==> src/rtl/tetris_pkg.sv <==
// Shared playfield constants and scanner types for the tetromino placement logic.
package tetris_pkg;

    // Playfield geometry and board RAM address width.
    localparam int BOARD_W    = 10;
    localparam int BOARD_H    = 20;
    localparam int ADDR_W     = 8;

    // One piece window is 4x4 cells, scanned row-major.
    localparam int SCAN_CELLS = 16;

    // Cell code meaning "nothing here", used by both the template ROM and the board RAM.
    localparam logic [1:0] CELL_EMPTY = 2'b11;

    // Scanner control states.
    typedef enum logic [1:0] {
        ST_IDLE  = 2'd0,
        ST_SCAN  = 2'd1,
        ST_FLUSH = 2'd2,
        ST_DONE  = 2'd3
    } scan_state_t;

    // CHECK probes the board for a collision; LOCK stamps the piece into it.
    typedef enum logic {
        MODE_CHECK = 1'b0,
        MODE_LOCK  = 1'b1
    } scan_mode_t;

    // Per-cell facts carried one cycle so they line up with the registered board read.
    typedef struct packed {
        logic occ;
        logic off_side;
        logic hidden;
    } cell_stage_t;

endpackage

==> src/rtl/board_coord_map.sv <==
// Maps a piece-window cell onto the playfield: linear board address plus legality flags.
// Purely combinational; signed 7-bit arithmetic so window origins left of / above the board work.
module board_coord_map #(
    parameter int BOARD_W = tetris_pkg::BOARD_W,
    parameter int BOARD_H = tetris_pkg::BOARD_H,
    parameter int ADDR_W  = tetris_pkg::ADDR_W
) (
    input  logic [4:0]        x,        // signed window-origin column
    input  logic [5:0]        y,        // signed window-origin row
    input  logic [1:0]        col,      // window column 0..3
    input  logic [1:0]        row,      // window row 0..3
    output logic [ADDR_W-1:0] addr,     // row*BOARD_W + col, 0 when not on the board
    output logic              off_side, // left, right or below the board
    output logic              hidden    // above the board (spawn area)
);

    logic [6:0] bx;
    logic [6:0] by;
    logic       in_board;

    // Cell position on the board and its classification.
    always_comb begin
        bx       = {{2{x[4]}}, x} + {5'b0, col};
        by       = {y[5], y} + {5'b0, row};
        hidden   = by[6];
        // A negative column also has a large magnitude in bx[5:0], but the sign bit alone decides it.
        off_side = bx[6]
                 | (bx[5:0] >= 6'(BOARD_W))
                 | (!by[6] && (by[5:0] >= 6'(BOARD_H)));
        in_board = !off_side && !hidden;
        addr     = '0;
        if (in_board) begin
            addr = ADDR_W'(by[5:0]) * ADDR_W'(BOARD_W) + ADDR_W'(bx[5:0]);
        end
    end

endmodule

==> src/rtl/piece_board_scanner.sv <==
// Walks one tetromino's 4x4 window cell by cell against the template ROM and the playfield RAM.
// CHECK mode accumulates a collision flag; LOCK mode writes the piece colour into the board.
// Fixed latency: start sampled at E0, one capture cycle, 16 SCAN cycles, FLUSH, DONE.
module piece_board_scanner #(
    parameter int BOARD_W = tetris_pkg::BOARD_W,
    parameter int BOARD_H = tetris_pkg::BOARD_H,
    parameter int ADDR_W  = tetris_pkg::ADDR_W
) (
    input  logic              Clk,
    input  logic              Reset_n,
    input  logic              start,
    input  logic              mode,
    input  logic [2:0]        piece_id,
    input  logic [1:0]        rot,
    input  logic [4:0]        piece_x,
    input  logic [5:0]        piece_y,
    output logic              busy,
    output logic              done,
    output logic              collide,
    output logic [4:0]        rom_identifier,
    output logic [2:0]        rom_col,
    output logic [2:0]        rom_row,
    input  logic [1:0]        rom_template,
    output logic [ADDR_W-1:0] brd_addr,
    input  logic [1:0]        brd_rd_data,
    output logic              brd_we,
    output logic [1:0]        brd_wr_data
);

    import tetris_pkg::*;

    scan_state_t       state;
    scan_state_t       state_nxt;
    logic              launch;     // start accepted last edge; SCAN begins next edge
    logic              accept;
    scan_mode_t        mode_q;
    logic [4:0]        ident_q;
    logic [4:0]        x_q;
    logic [5:0]        y_q;
    logic [3:0]        cnt;        // cell index k: row = k[3:2], col = k[1:0]
    logic              scanning;
    logic              occ;
    logic [ADDR_W-1:0] cell_addr;
    logic              cell_off_side;
    logic              cell_hidden;
    cell_stage_t       stage;
    logic              stage_vld;
    logic              stage_hit;
    logic              acc;        // sticky collision accumulator for the running scan
    logic              collide_q;  // published result, held until the next accepted start

    assign accept   = (state == ST_IDLE) && !launch && start;
    assign scanning = (state == ST_SCAN);
    assign occ      = (rom_template != CELL_EMPTY);
    assign busy     = (state != ST_IDLE);
    assign done     = (state == ST_DONE);
    assign collide  = collide_q;

    board_coord_map #(
        .BOARD_W (BOARD_W),
        .BOARD_H (BOARD_H),
        .ADDR_W  (ADDR_W)
    ) u_map (
        .x        (x_q),
        .y        (y_q),
        .col      (cnt[1:0]),
        .row      (cnt[3:2]),
        .addr     (cell_addr),
        .off_side (cell_off_side),
        .hidden   (cell_hidden)
    );

    // Capture the placement request so later input changes cannot disturb the scan.
    // NOTE: every clocked block uses non-blocking assignments so all registers update from pre-edge values.
    always_ff @(posedge Clk or negedge Reset_n) begin
        if (!Reset_n) begin
            launch  <= 1'b0;
            mode_q  <= MODE_CHECK;
            ident_q <= '0;
            x_q     <= '0;
            y_q     <= '0;
        end else if (accept) begin
            launch  <= 1'b1;
            mode_q  <= scan_mode_t'(mode);
            ident_q <= {piece_id, rot};
            x_q     <= piece_x;
            y_q     <= piece_y;
        end else begin
            launch  <= 1'b0;
        end
    end

    // Control state register.
    always_ff @(posedge Clk or negedge Reset_n) begin
        if (!Reset_n) begin
            state <= ST_IDLE;
        end else begin
            state <= state_nxt;
        end
    end

    // Next-state logic: fixed-length walk, no early exit; a start seen in DONE is dropped.
    // NOTE: the default assignment first keeps every path driven, so no latch is inferred.
    always_comb begin
        state_nxt = state;
        unique case (state)
            ST_IDLE:  if (launch) state_nxt = ST_SCAN;
            ST_SCAN:  if (cnt == 4'(SCAN_CELLS - 1)) state_nxt = ST_FLUSH;
            ST_FLUSH: state_nxt = ST_DONE;
            ST_DONE:  state_nxt = ST_IDLE;
            default:  state_nxt = ST_IDLE;
        endcase
    end

    // Cell index advances once per SCAN cycle and parks at zero otherwise.
    always_ff @(posedge Clk or negedge Reset_n) begin
        if (!Reset_n) begin
            cnt <= '0;
        end else if (scanning) begin
            cnt <= cnt + 4'd1;
        end else begin
            cnt <= '0;
        end
    end

    // ROM and board drive: outputs sit at zero outside SCAN; writes are issued in the cell's own cycle.
    // brd_we is decoded from the asynchronously reset state, so it drops the moment Reset_n falls.
    always_comb begin
        rom_identifier = '0;
        rom_col        = '0;
        rom_row        = '0;
        brd_addr       = '0;
        brd_we         = 1'b0;
        brd_wr_data    = '0;
        if (scanning) begin
            rom_identifier = ident_q;
            rom_col        = {1'b0, cnt[1:0]};
            rom_row        = {1'b0, cnt[3:2]};
            brd_addr       = cell_addr;
            if (mode_q == MODE_LOCK) begin
                brd_we      = occ && !cell_off_side && !cell_hidden;
                brd_wr_data = rom_template;
            end
        end
    end

    // One-stage pipeline aligning cell k's flags with the board data read back during k+1.
    always_ff @(posedge Clk or negedge Reset_n) begin
        if (!Reset_n) begin
            stage     <= '0;
            stage_vld <= 1'b0;
        end else begin
            stage_vld <= scanning;
            stage     <= '{occ: occ, off_side: cell_off_side, hidden: cell_hidden};
        end
    end

    // Collision contribution of the staged cell; hidden cells only matter when locking.
    always_comb begin
        stage_hit = 1'b0;
        if (stage_vld && stage.occ) begin
            if (mode_q == MODE_LOCK) begin
                stage_hit = stage.off_side || stage.hidden;
            end else begin
                stage_hit = stage.off_side || (!stage.hidden && (brd_rd_data != CELL_EMPTY));
            end
        end
    end

    // Sticky accumulator; the result only becomes visible when DONE is entered.
    always_ff @(posedge Clk or negedge Reset_n) begin
        if (!Reset_n) begin
            acc       <= 1'b0;
            collide_q <= 1'b0;
        end else if (accept) begin
            acc       <= 1'b0;
            collide_q <= 1'b0;
        end else begin
            if (stage_hit) begin
                acc <= 1'b1;
            end
            if (state == ST_FLUSH) begin
                collide_q <= acc || stage_hit;
            end
        end
    end

endmodule

==> config.mk <==
export PLATFORM = sky130hd
export DESIGN_NAME = piece_board_scanner
export DESIGN_NICKNAME = d
export VERILOG_FILES = /design/src/rtl/tetris_pkg.sv /design/src/rtl/board_coord_map.sv /design/src/rtl/piece_board_scanner.sv
export SDC_FILE = /design/constraint.sdc
export NUM_CORES = 1
export LEC_CHECK = 0
export CAP_MARGIN = 20
export CORE_ASPECT_RATIO = 1.4
export CORE_UTILIZATION = 50
export DETAILED_ROUTE_END_ITERATION = 8
export PLACE_DENSITY = 0.8
export SKIP_LAST_GASP = 1
export SYNTH_ARGS = -nofsm -noshare
export SYNTH_HDL_FRONTEND = slang
export SYNTH_SLANG_ARGS = --single-unit
==> constraint.sdc <==
create_clock -name Clk -period 5.2 [get_ports Clk]
set_clock_uncertainty 0.2 [all_clocks]
set_input_delay 1.04 -clock Clk [delete_from_list [all_inputs] [get_ports Clk]]
set_output_delay 1.04 -clock Clk [all_outputs]
set_load 0.05 [all_outputs]
Word level (Yosys, flattened, before mapping)
Index checks and enable logic that the tools add are counted.
Cells by class
  $mul: 1
  $add $sub $neg: 4
  bitwise gates (word level): 2
  eq/ne operators: 8
  order comparisons: 2
  reduce and logical (&&, ||, !) cells: 20
  multiplexer cells: 20
Operators by type and width (number)
  two-way mux 8 bit: 2
  two-way mux 2 bit: 6
  two-way mux 1 bit: 9
  adder 8 x 6 -> 8 bit: 1
  logical AND 1 bit: 8
  case mux 2 bit (4 select lines): 1
  adder 6 x 3 -> 7 bit: 1
  multiplier 6 x 3 -> 7 bit (second input constant): 1
  adder 5 x 3 -> 6 bit: 1
  >= comparator 6 x 4 -> 1 bit (second input constant): 1
  >= comparator 6 x 5 -> 1 bit (second input constant): 1
  inequality test 2 bit (second input constant): 3
  nonzero test 2 bit: 3
  two-way mux 5 bit: 1
  adder 4 x 1 -> 4 bit (second input constant): 1
  == test 2 bit (second input constant): 2
  == test 4 bit (second input constant): 1
  logical NOT 1 bit: 4
  two-way mux 4 bit: 1
  logical OR 1 bit: 3
  == test 2 x 1 -> 1 bit (second input constant): 1
  logical NOT 2 bit: 1
  inequality test 2 x 1 -> 1 bit (second input constant): 1
  OR 1 bit: 2
  AND reduction 2 bit: 1
Storage, ports and cells
  register bits after elaboration: 30
  word-level logic and storage cells: 70
  output and inout port bits: 25

Depth between registers and ports, before layout
Gate-level depths: netlist of run 1.
  depth after elaboration: 9
  mapped depth: 13
  mapped depth without buffers: 13

Modules after synthesis
From an unflattened synthesis of run 1, not the netlist that was laid out.
Second synthesis, totals
  cells, all modules: 192
  area, all modules: 2194.6 sq um
By module, submodules not included
  piece_board_scanner: cells an instance 106, seq. area each 750.7 sq um, area each 1401.3 sq um, times used 1
  board_coord_map: cells an instance 86, seq. area each 0.0 sq um, area each 793.3 sq um, times used 1

Worst setup path after synthesis of run 1
OpenSTA, ideal clock, no wires.
  path type: register -> output
  start point: reg cnt[2]
  end point: out brd_addr[7]
  arrival: 3.578 ns
  path buffers: 0
  setup slack: 0.382 ns
  cell stages (with the launch flop): 13
  cells stage by stage: dfrtp_1 > ha_1 > fa_1 > nand3_1 > xnor2_1 > ha_1 > fa_1 > ha_1 > o21ai_0 > nor2_1 > o21ai_0 > xnor2_1 > nor2_1
On the way
  word-level cells in the longest chain between the ends: 8
  elaborated cells between the ends (all ways): 11
RTL lines
  from (decl): RTL line piece_board_scanner.sv:40  | logic [3:0] cnt;
  from (signal assigned): RTL line piece_board_scanner.sv:120  | cnt <= cnt + 4'd1;
  adder 6 x 3 -> 7 bit *: RTL line board_coord_map.sv:24  | by = {y[5], y} + {5'b0, row};
  branches (longest 5 deep; another with adder 8 x 6 -> 8 bit)
  two-way mux 8 bit *: RTL line board_coord_map.sv:32  | if (in_board) begin
  two-way mux 8 bit *: RTL line piece_board_scanner.sv:135  | if (scanning) begin
  to (decl): RTL line piece_board_scanner.sv:24  | output logic [ADDR_W-1:0] brd_addr,
Mark *: on every way between the ends.

Worst setup path after layout of run 1
  start point: reg cnt[2]
  end point: out brd_addr[6]
Same word-level chain as after synthesis.

==> results of run 1 <==
## cell families (layout without fill, tap and decap cells)
| kind of cell | Yosys count | after routing | share of synthesized area |
|---|---|---|---|
| adder cells (fa/ha/maj) | 26 | 26 | 0.172 |
| AND/OR/NAND/NOR | 54 | 54 | 0.148 |
| XOR/XNOR | 17 | 17 | 0.0795 |
| AO/OA/AOI/OAI | 32 | 32 | 0.106 |
| other | 1 | 2 | 0.00182 |
| multiplexers | 15 | 15 | 0.0820 |
| flip-flops | 30 | 30 | 0.364 |
| buffers and inverters | 20 | 66 | 0.0461 |
## repair_timing
action | in CTS | in global routing
hold buffers | 0 | 0
resized for setup | 0 | 3
setup endpoints to repair | 0 | 1
## worst min-delay path, delay by kind of cell (launching register included)
| kind | cells | cell delay [ns] |
|---|---|---|
| AOI/OAI and AO/OA | 1 | 0.05 |
| and+or+nand+nor | 1 | 0.08 |
| DFF | 1 | 0.32 |
## power by group
group	switching [W]	total, W	internal (W)
registers	0.000105	0.000444	0.000339
logic	0.000720	0.00130	0.000575
clock network	0.0000857	0.000290	0.000204
total	0.000911	0.00203	0.00112
## stage by stage
stage	worst slack [ns]	total power (W)	cells	hold slack, ns	instance area (sq um)
finish	0.282	0.00203	285	0.289	2710
global route	0.0393	0.00221	285	0.316	2710
CTS	0.161	0.00203	285	0.297	2690
detailed placement	0.476	0.00172	277	0.275	2550
global placement	0.594	0.00169	277	0.269	2550
floorplan	0.382	0.00144	196	0.250	2060
## registers in the layout, indices dropped and copies added (netlist names)
name	count
stage	3
acc	1
launch	1
x_q	5
collide	1
cnt	4
stage_vld	1
mode_q	1
y_q	6
state	2
ident_q	5
## cell usage in the layout, fill, tap and decap left out, types with 2 or more instances in the layout
cell type,Yosys,final
and3_1,2,2
clkdlybuf4s50_1,0,43
nor3_1,2,2
a21oi_1,4,4
clkbuf_8,0,6
nor3_2,2,2
dfrtp_1,30,30
mux2_2,15,15
buf_12,0,2
nand2_1,10,10
nor2b_1,2,2
o21ai_0,8,8
ha_1,22,22
nor2_1,12,11
inv_1,11,11
a21o_1,6,6
bufinv_16,0,2
buf_4,2,2
and2_1,14,14
a211oi_1,4,4
nand3_1,4,4
xor2_1,6,6
xnor2_1,10,9
conb_1,1,2
fa_1,4,3
## cell type report
type / instances / area share
multi-input cells: 146 / 0.455
flip-flops and latches: 30 / 0.278
repair buffers: 47 / 0.179
clock buffers: 6 / 0.0305
clock inverters: 2 / 0.0222
well taps: 43 / 0.0199
inverters: 11 / 0.0153
## worst paths after layout
kind                                    end  slack [ns]  cells past startpoint
worst max register to register     stage[1]        2.81                      7
min in group asynchronous        ident_q[4]        0.94                      2
worst min register to register          acc        0.29                      2
worst max-delay path            brd_addr[6]        0.28                     11
max in group asynchronous            y_q[3]        3.59                      2
worst min-delay path                    acc        0.29                      2
## routing by layer
metal / GRT usage / share of wire / vias up / wire length (um)
met5: 0 / 0 / - / 0
met4: 0.0756 / 0.016 / 0 / 63
met3: 0.0367 / 0.033 / 7 / 129
li1: - / - / 761 / -
met1: 0.230 / 0.41 / 761 / 1620
met2: 0.376 / 0.54 / 39 / 2150
==> flow_summary.yaml, run 1 <==
layout:
  final_nets: 291
  finish.utilization: 0.684
  drive_gt1_frac: 0.140
  syn_to_final_growth_pct: 31.3
  fill_cells: 318
  area.sequential_sq_um: 751
  n_antenna_cell: 0
  multi_input_area_sq_um: 1230
global_routing:
  grt_usage: 0.204
  grt_pass1_wl_um: 7060
  grt_max_degree: 31
  gr-total-overflow: 0
  grt_antenna_before_repair: 0
  grt_pass1_vias: 1637
sta:
  slew_violations: 0
  relSlewSlack: 0.389
  fin_crit_sh: 0.946
  setup_tns_ns: 0
  fin_crit_ns: 4.92
  tightest_slew_ns: 0.917
  grt_setup_unrepaired: "no"
  hold_viol_final: 0
  max_freq_ghz: 0.203
  setup-violations-final: 0
logic_synthesis:
  ys_ff_latch: 30
  synth_commonest_cells: "dfrtp_1 (30), ha_1 (22), mux2_2 (15)"
  netlist_instances: 195
  yosysMostFrequentCell: "dfrtp_1"
  yosys_warnings: 0
  synth_top_area_cell: "dfrtp_1"
  syn_area_sq_um: 2060
  yosysSeqAreaShare: 0.364
  synth_top_area_frac: 0.364
  synth.avg_cell_area_sq_um: 10.6
  ys.flop_type: "dfrtp_1"
  async_flop_share: 1.00
  synth_edf_count: 0
  yosys-top-cells-area: "dfrtp_1 (36%), ha_1 (13%), mux2_2 (8.2%)"
  synth_cell_type_count: 41
critical_path:
  crit_fanout: 5
  timing.rr.start: "cnt[0]"
  cp.required_ns: 3.96
  cp_cell_sequence: "ha_1, fa_2, ha_1, ha_1, fa_1, ha_1, and2_1, o21ai_0, o31ai_1, nor3_2, buf_12"
  worst-path-buf-inv: 1
  cp_slowest_cell: "fa_2"
  crit_family: "adder cells"
  cp-start-kind: "flip-flop"
  critPathKind: "reg2out"
  cp-startpoint: "cnt[2]"
  crit_top_cell: "ha_1"
  arrival_ns: 3.68
  cpPeakStageDelay_ns: 0.59
  cp-end-kind: "primary output"
route:
  via_count: 1568
  viasPerCell: 5.50
  first_pass_iters: 4
  routed_wl_um: 3960
  ant_nets: 0
  dr.first_iter.drc_count: 17
  drc_errors: 0
  wl_per_cell_um: 13.9
clock_network:
  numCtsBuffers: 5
  clkLatencyLatePin_ns: 0.28
  clock_sinks: 30
  clk_path_buf_depth: 2
  clkTransAtPathRegs_ns: 0.06
  htree_levels: 2
  root_buffer: "clkbuf_8"
  postCtsSetupBuffers: 0
  cts_tree: "done"
placement:
  gp_congestion: 0.827
  hpwl_um: 2970
  io_buffers: 46
die:
  fp.dieArea_sq_um: 4390
  initial_core_util: 0.521
  die_h_um: 78.0
  pin_count: 49
  rows: 27
  core_area_sq_um: 3950
  die_w_um: 56.3
run:
  maxCapViolCount: 0
worst_hold_path:
  min_from: "acc"
  worstHoldPathType: "reg2reg"
power:
  peakVddDrop_mv: 0.602
  leakagePower_nw: 1.25
  powerDensity_nw_per_um2: 750
outcome:
  status: "finished clean"
(Power assumes the default switching activity.)
==> inputs of run 2 (changes only) <==
SLEW_MARGIN = 20   (was unset)
==> results of run 2 <==
The final DEF is identical to that of run 1; final timing and power are the same.
==> inputs of run 3 (changes only) <==
CORE_UTILIZATION = 32   (was 50)
PLACE_DENSITY = unset   (was 0.8)
==> flow_summary.yaml, run 3 (same netlist as run 1, synthesis figures left out) <==
die:
  die_w_um: 69.8
  initial_core_util: 0.332
  die_h_um: 97.0
  fp.dieArea_sq_um: 6770
  rows: 34
  core_area_sq_um: 6210
  pin_count: 49
layout:
  layout.cells.non_filler: 314
  n_antenna_cell: 0
  fill_cells: 593
  fin_area_sq_um: 2690
  syn_to_final_growth_pct: 30.5
  final_nets: 291
  reg_top3: "y_q: 6 flops, ident_q: 5 flops, x_q: 5 flops"
  top_register: "y_q"
  final_cell_mix: "clkdlybuf4s50_1 (43), dfrtp_1 (30), ha_1 (22), mux2_2 (15), and2_1 (14)"
  final_common_cell: "clkdlybuf4s50_1"
  largest_register_ffs: 6
  drive_gt1_frac: 0.136
sta:
  setup_tns_ns: 0
  fin_crit_ns: 4.91
  layout_setup_ws_ns: 0.292
  setup-violations-final: 0
  slew_violations: 0
  tightest_slew_ns: 0.986
  relSlewSlack: 0.342
  max_freq_ghz: 0.204
  fin_crit_sh: 0.944
  grt_setup_unrepaired: "no"
  hold_viol_final: 0
critical_path:
  r2r_slack_ns: 2.81
  cp_slowest_cell: "dfrtp_1"
  arrival_ns: 3.67
  r2r_end: "y_q[1]"
  timing.rr.start: "state[0]"
  cpPeakStageDelay_ns: 0.46
  crit_top_cell: "ha_1"
  ff2ff_path_depth: 6
  endpoint: "brd_addr[7]"
  crit_fanout: 5
  cp-startpoint: "cnt[3]"
  cp-start-kind: "flip-flop"
  cp-end-kind: "primary output"
  critPathKind: "reg2out"
  cp_cell_sequence: "ha_1, a21o_1, nand2_1, xnor2_2, ha_1, ha_1, fa_1, ha_1, o21ai_0, nor2_1, o21ai_0, xnor2_1, nor2_2, buf_12"
  cp.required_ns: 3.96
global_routing:
  grt_pass1_wl_um: 7320
  gr-total-overflow: 0
  grt_pass1_vias: 1654
  grt_antenna_before_repair: 0
  grt_usage: 0.133
  grt_max_degree: 31
placement:
  dp.cells: 306
  place_ws_ns: 0.467
  gp_congestion: 0.752
  io_buffers: 46
  dpl_cell_area_sq_um: 2590
  hpwl_um: 3160
power:
  powerDensity_nw_per_um2: 713
  leakagePower_nw: 1.23
  swShare: 0.468
  totalPowerFinal_w: 0.00192
  peakVddDrop_mv: 0.299
  p_seq_frac: 0.228
  p_sw_w: 0.000898
  p_comb_frac: 0.674
  clkPwrFrac: 0.098
  intPower_w: 0.00102
route:
  ant_nets: 0
  routed_wl_um: 4020
  viasPerCell: 4.82
  first_pass_iters: 4
  drc_errors: 0
  dr.first_iter.drc_count: 21
  wl_per_cell_um: 12.8
  via_count: 1515
worst_hold_path:
  min_from: "acc"
  worstHoldPathType: "reg2reg"
clock_network:
  postCtsSetupBuffers: 0
  htree_levels: 2
  clk_path_buf_depth: 2
  numCtsBuffers: 5
  clock_sinks: 30
  root_buffer: "clkbuf_8"
  clkTransAtPathRegs_ns: 0.07
  clkLatencyLatePin_ns: 0.28
  cts_tree: "done"
outcome:
  status: "finished clean"
run:
  maxCapViolCount: 0
[run 3: cell types whose count changed in the layout (fill, tap and decap cells not counted), sizes merged]
cell | before | now
clkbuf | 6 | 7
bufinv | 2 | 0
clkinv | 0 | 1
[run 3: worst min-delay path by stage]
stage                             to  cells past startpoint
after floorplan                  acc                      2
after global placement           acc                      2
after detailed placement         acc                      2
after CTS                        acc                      2
after global routing      ident_q[2]                      1
final                            acc                      2
[run 3: area by class of cell]
type | instances | area, sq um | share of cell area
Clock buffer | 7 | 86.3 | 0.0321
Inverter | 11 | 41.3 | 0.0153
Multi-Input combinational cell | 146 | 1230 | 0.458
Sequential cell | 30 | 751 | 0.279
Clock inverter | 1 | 5.00 | 0.00186
Timing Repair Buffer | 47 | 485 | 0.180
Tap cell | 72 | 90.1 | 0.0335
[run 3: worst max-delay path, delay by kind of cell, from the launching register on]
family | cells | cell delay, ns
adders and majority gates | 5 | 1.63
DFF | 1 | 0.46
AOI/OAI and AO/OA | 3 | 0.40
and+or+nand+nor | 3 | 0.40
xor gates and xnor gates | 2 | 0.34
buffers and inverters | 1 | 0.15
[run 3: timing repair]
item / in CTS / in global routing
gates resized for setup: 0 / 3
endpoints found under the setup margin: 0 / 1
endpoints found under the hold margin: 0 / 0
hold buffers: 0 / 0
[run 3: power by group through the flow]
stage,Clock [W],Combinational (W),Sequential [W]
after floorplan,0,0.00102,0.000416
after CTS,0.000196,0.00130,0.000438
after detailed placement,0,0.00128,0.000443
final,0.000189,0.00129,0.000436
after global placement,0,0.00128,0.000440
after global routing,0.000205,0.00145,0.000455
[run 3: stage by stage]
stage	utilization	hold slack [ns]
3_5_place_dp	0.416	0.271
3_3_place_gp	0.416	0.266
6_report	0.433	0.285
2_1_floorplan	-	0.250
5_1_grt	0.433	0.317
4_1_cts	0.431	0.289
[run 3: routing by layer]
| metal | wire [um] | global-route usage | share of wire | up-vias |
|---|---|---|---|---|
| li1 | - | - | - | 765 |
| met3 | 166 | 0.0250 | 0.041 | 6 |
| met1 | 1630 | 0.146 | 0.40 | 715 |
| met5 | 0 | 0 | 0 | - |
| met4 | 52 | 0.0415 | 0.013 | 0 |
| met2 | 2180 | 0.251 | 0.54 | 29 |
==> variant, RTL diff (config.mk and constraints of run 3) <==
Change the package constant `ADDR_W` from 8 to 9.
--- a/src/rtl/tetris_pkg.sv
+++ b/src/rtl/tetris_pkg.sv
@@ -6,3 +6,3 @@
     localparam int BOARD_H    = 20;
-    localparam int ADDR_W     = 8;
+    localparam int ADDR_W     = 9;
 
Ports: changed (resized brd_addr); port bits go from 49 to 50. The function was not compared with the original's and may differ.
==> variant against run 3 <==
Power is 0.46% lower. Synthesized area is 0.30% higher. Sequential cell count unchanged. Routed wire length up 7.2%. Utilization increased by 0.58 points. Cell count rose by 2.5%. Worst setup slack got worse by 100 ps. Global-route usage up 0.15 points. Cell area grew 1.3%. Critical endpoint is now brd_addr[8]. Largest power group unchanged. Highest routed layer unchanged.
==> variant: results (changes against run 3) <==
Critical path
  • R2R Path End: stage[1] (was y_q[1])
  • R2r worst-path depth: 5 (was 6)
  • Max incr delay on CP: 440 ps (was 460 ps)
  • Slowest stage cell on the critical path: dfrtp_2 (was dfrtp_1)
  • Crit path arrival time: 3770 ps (was 3670 ps)
  • Reg2reg start: cnt[2] (was state[0])
  • Worst R2R Setup Slack: 2670 ps (was 2810 ps)

Yosys
  • Post-synthesis sequential area ratio: 36.3% (was 36.4%)
  • Synth area leaders: dfrtp_1 (36%), ha_1 (13%), mux2_2 (7.6%) (was dfrtp_1 (36%), ha_1 (13%), mux2_2 (8.2%))
  • Yosys cell types: 39 (was 41)
  • Commonest cells in the synthesized netlist: dfrtp_1 (30), ha_1 (22), and2_1 (18), mux2_2 (14), inv_1 (11) (was dfrtp_1 (30), ha_1 (22), mux2_2 (15), and2_1 (14), nor2_1 (12))

Power
  • Worst vdd ir: 0.000349 V (was 0.000299 V)
  • Net Switching: 893 µW (was 898 µW)

Hold path
  • Min-Delay Path Class: reg -> reg (unchanged)

Detailed routing
  • 1st-pass router iterations: 4 (unchanged)
  • DRT iter0 DRCs: 26 (was 21)
  • Via count: 1549 (was 1515)
  • Routed length per placed instance: 13.4 µm (was 12.8 µm)

Clock network
  • Skew-Pair Late Insertion Delay: 270 ps

STA
  • Max-slew headroom: 36.2% (was 34.2%)
  • Min Hold Slack: 289 ps (was 285 ps)

Finish
  • Share of layout cells above drive strength 1: 14.8% (was 13.6%)
  • Final-stage net count: 299 (was 291)
  • Layout fillers: 622 (was 593)

Global routing
  • Initial antenna violation count: 0 (unchanged)
  • First-pass GRT wire length: 7.33 mm (was 7.32 mm)
  • Tot GR Track Use: 13.4% (was 13.3%)

Placement
  • Post-DP HPWL: 3.46 mm (was 3.16 mm)
  • IO Port Bufs: 47 (was 46)

Status
  • Status: completed (unchanged)
[variant: cell types whose count changed in the layout (fill, tap and decap cells not counted), moves of 3 or more]
| cell | delta |
|---|---|
| nand3_1 | +3 |
| a21oi_1 | +3 |
| nor2_1 | -3 |
| and2_1 | +4 |
[variant: logic make-up after synthesis]
kind of cell,synth area share (%)
xor gates and xnor gates,7.51
AOI/OAI and AO/OA,10.0
muxes,8.60
buffers and inverters,4.12
DFF,36.3
other,0.181
and+or+nand+nor,16.0
adders and majority gates,17.2
[variant: timing repair]
item                       in CTS  in global routing
gates resized for setup         0                  7
setup endpoints to repair       0                  2
hold buffers                    0                  0
setup buffers                   0                  0
[variant: stage by stage]
stage / total power (µW) / cell area (µm²) / setup WS (ps) / std cells / utilization, %
after global routing: 2080 / 2730 / 26.1 / 322 / 43.9
after global placement: 1710 / 2610 / 399 / 314 / 42.0
after floorplan: 1420 / 2070 / 369 / 202 / -
final: 1910 / 2730 / 190 / 322 / 43.9
after CTS: 1930 / 2700 / 35.1 / 322 / 43.5
after detailed placement: 1730 / 2610 / 354 / 314 / 42.0
[variant: power groups by stage]
| stage | logic (µW) | clock network [µW] | registers (µW) |
|---|---|---|---|
| after detailed placement | 1290 | 0 | 439 |
| final | 1280 | 189 | 437 |
| after floorplan | 1020 | 0 | 407 |
| after CTS | 1300 | 195 | 435 |
| after global routing | 1420 | 206 | 457 |
| after global placement | 1270 | 0 | 437 |
[variant: metal layers]
layer  wire [µm]  GRT usage, %  up-vias
met2        2280          24.0       26
li1            -             -      783
met5           0             0        -
met1        1850          16.0      735
met4          59          4.15        0
met3         125          2.49        5
[variant: worst max-delay path: cells and delay by family, from the launching register on]
kind | cells | cell delay (ps)
fa+ha+maj | 4 | 1190
flops | 1 | 440
compound gates | 3 | 550
xor+xnor | 2 | 510
simple gates | 3 | 630
buf+inv | 1 | 170
[variant: how the worst max path moves through the flow]
stage | end | depth (start not counted) | slack, ps
6_report | brd_addr[8] | 13 | 190
5_1_grt | brd_addr[8] | 13 | 30
4_1_cts | brd_addr[5] | 12 | 40
3_5_place_dp | brd_addr[5] | 12 | 350
3_3_place_gp | brd_addr[5] | 12 | 400
2_1_floorplan | brd_addr[8] | 12 | 370
[variant: area by class of cell]
| type | instances | area [µm²] | share of cell area (%) |
|---|---|---|---|
| tap | 72 | 90.1 | 3.30 |
| timing repair buffer | 49 | 493 | 18.1 |
| inverter | 11 | 41.3 | 1.51 |
| clock buffer | 7 | 86.3 | 3.17 |
| clock inverter | 1 | 5.00 | 0.184 |
| sequential | 30 | 752 | 27.6 |
| multi-input combinational | 152 | 1260 | 46.2 |
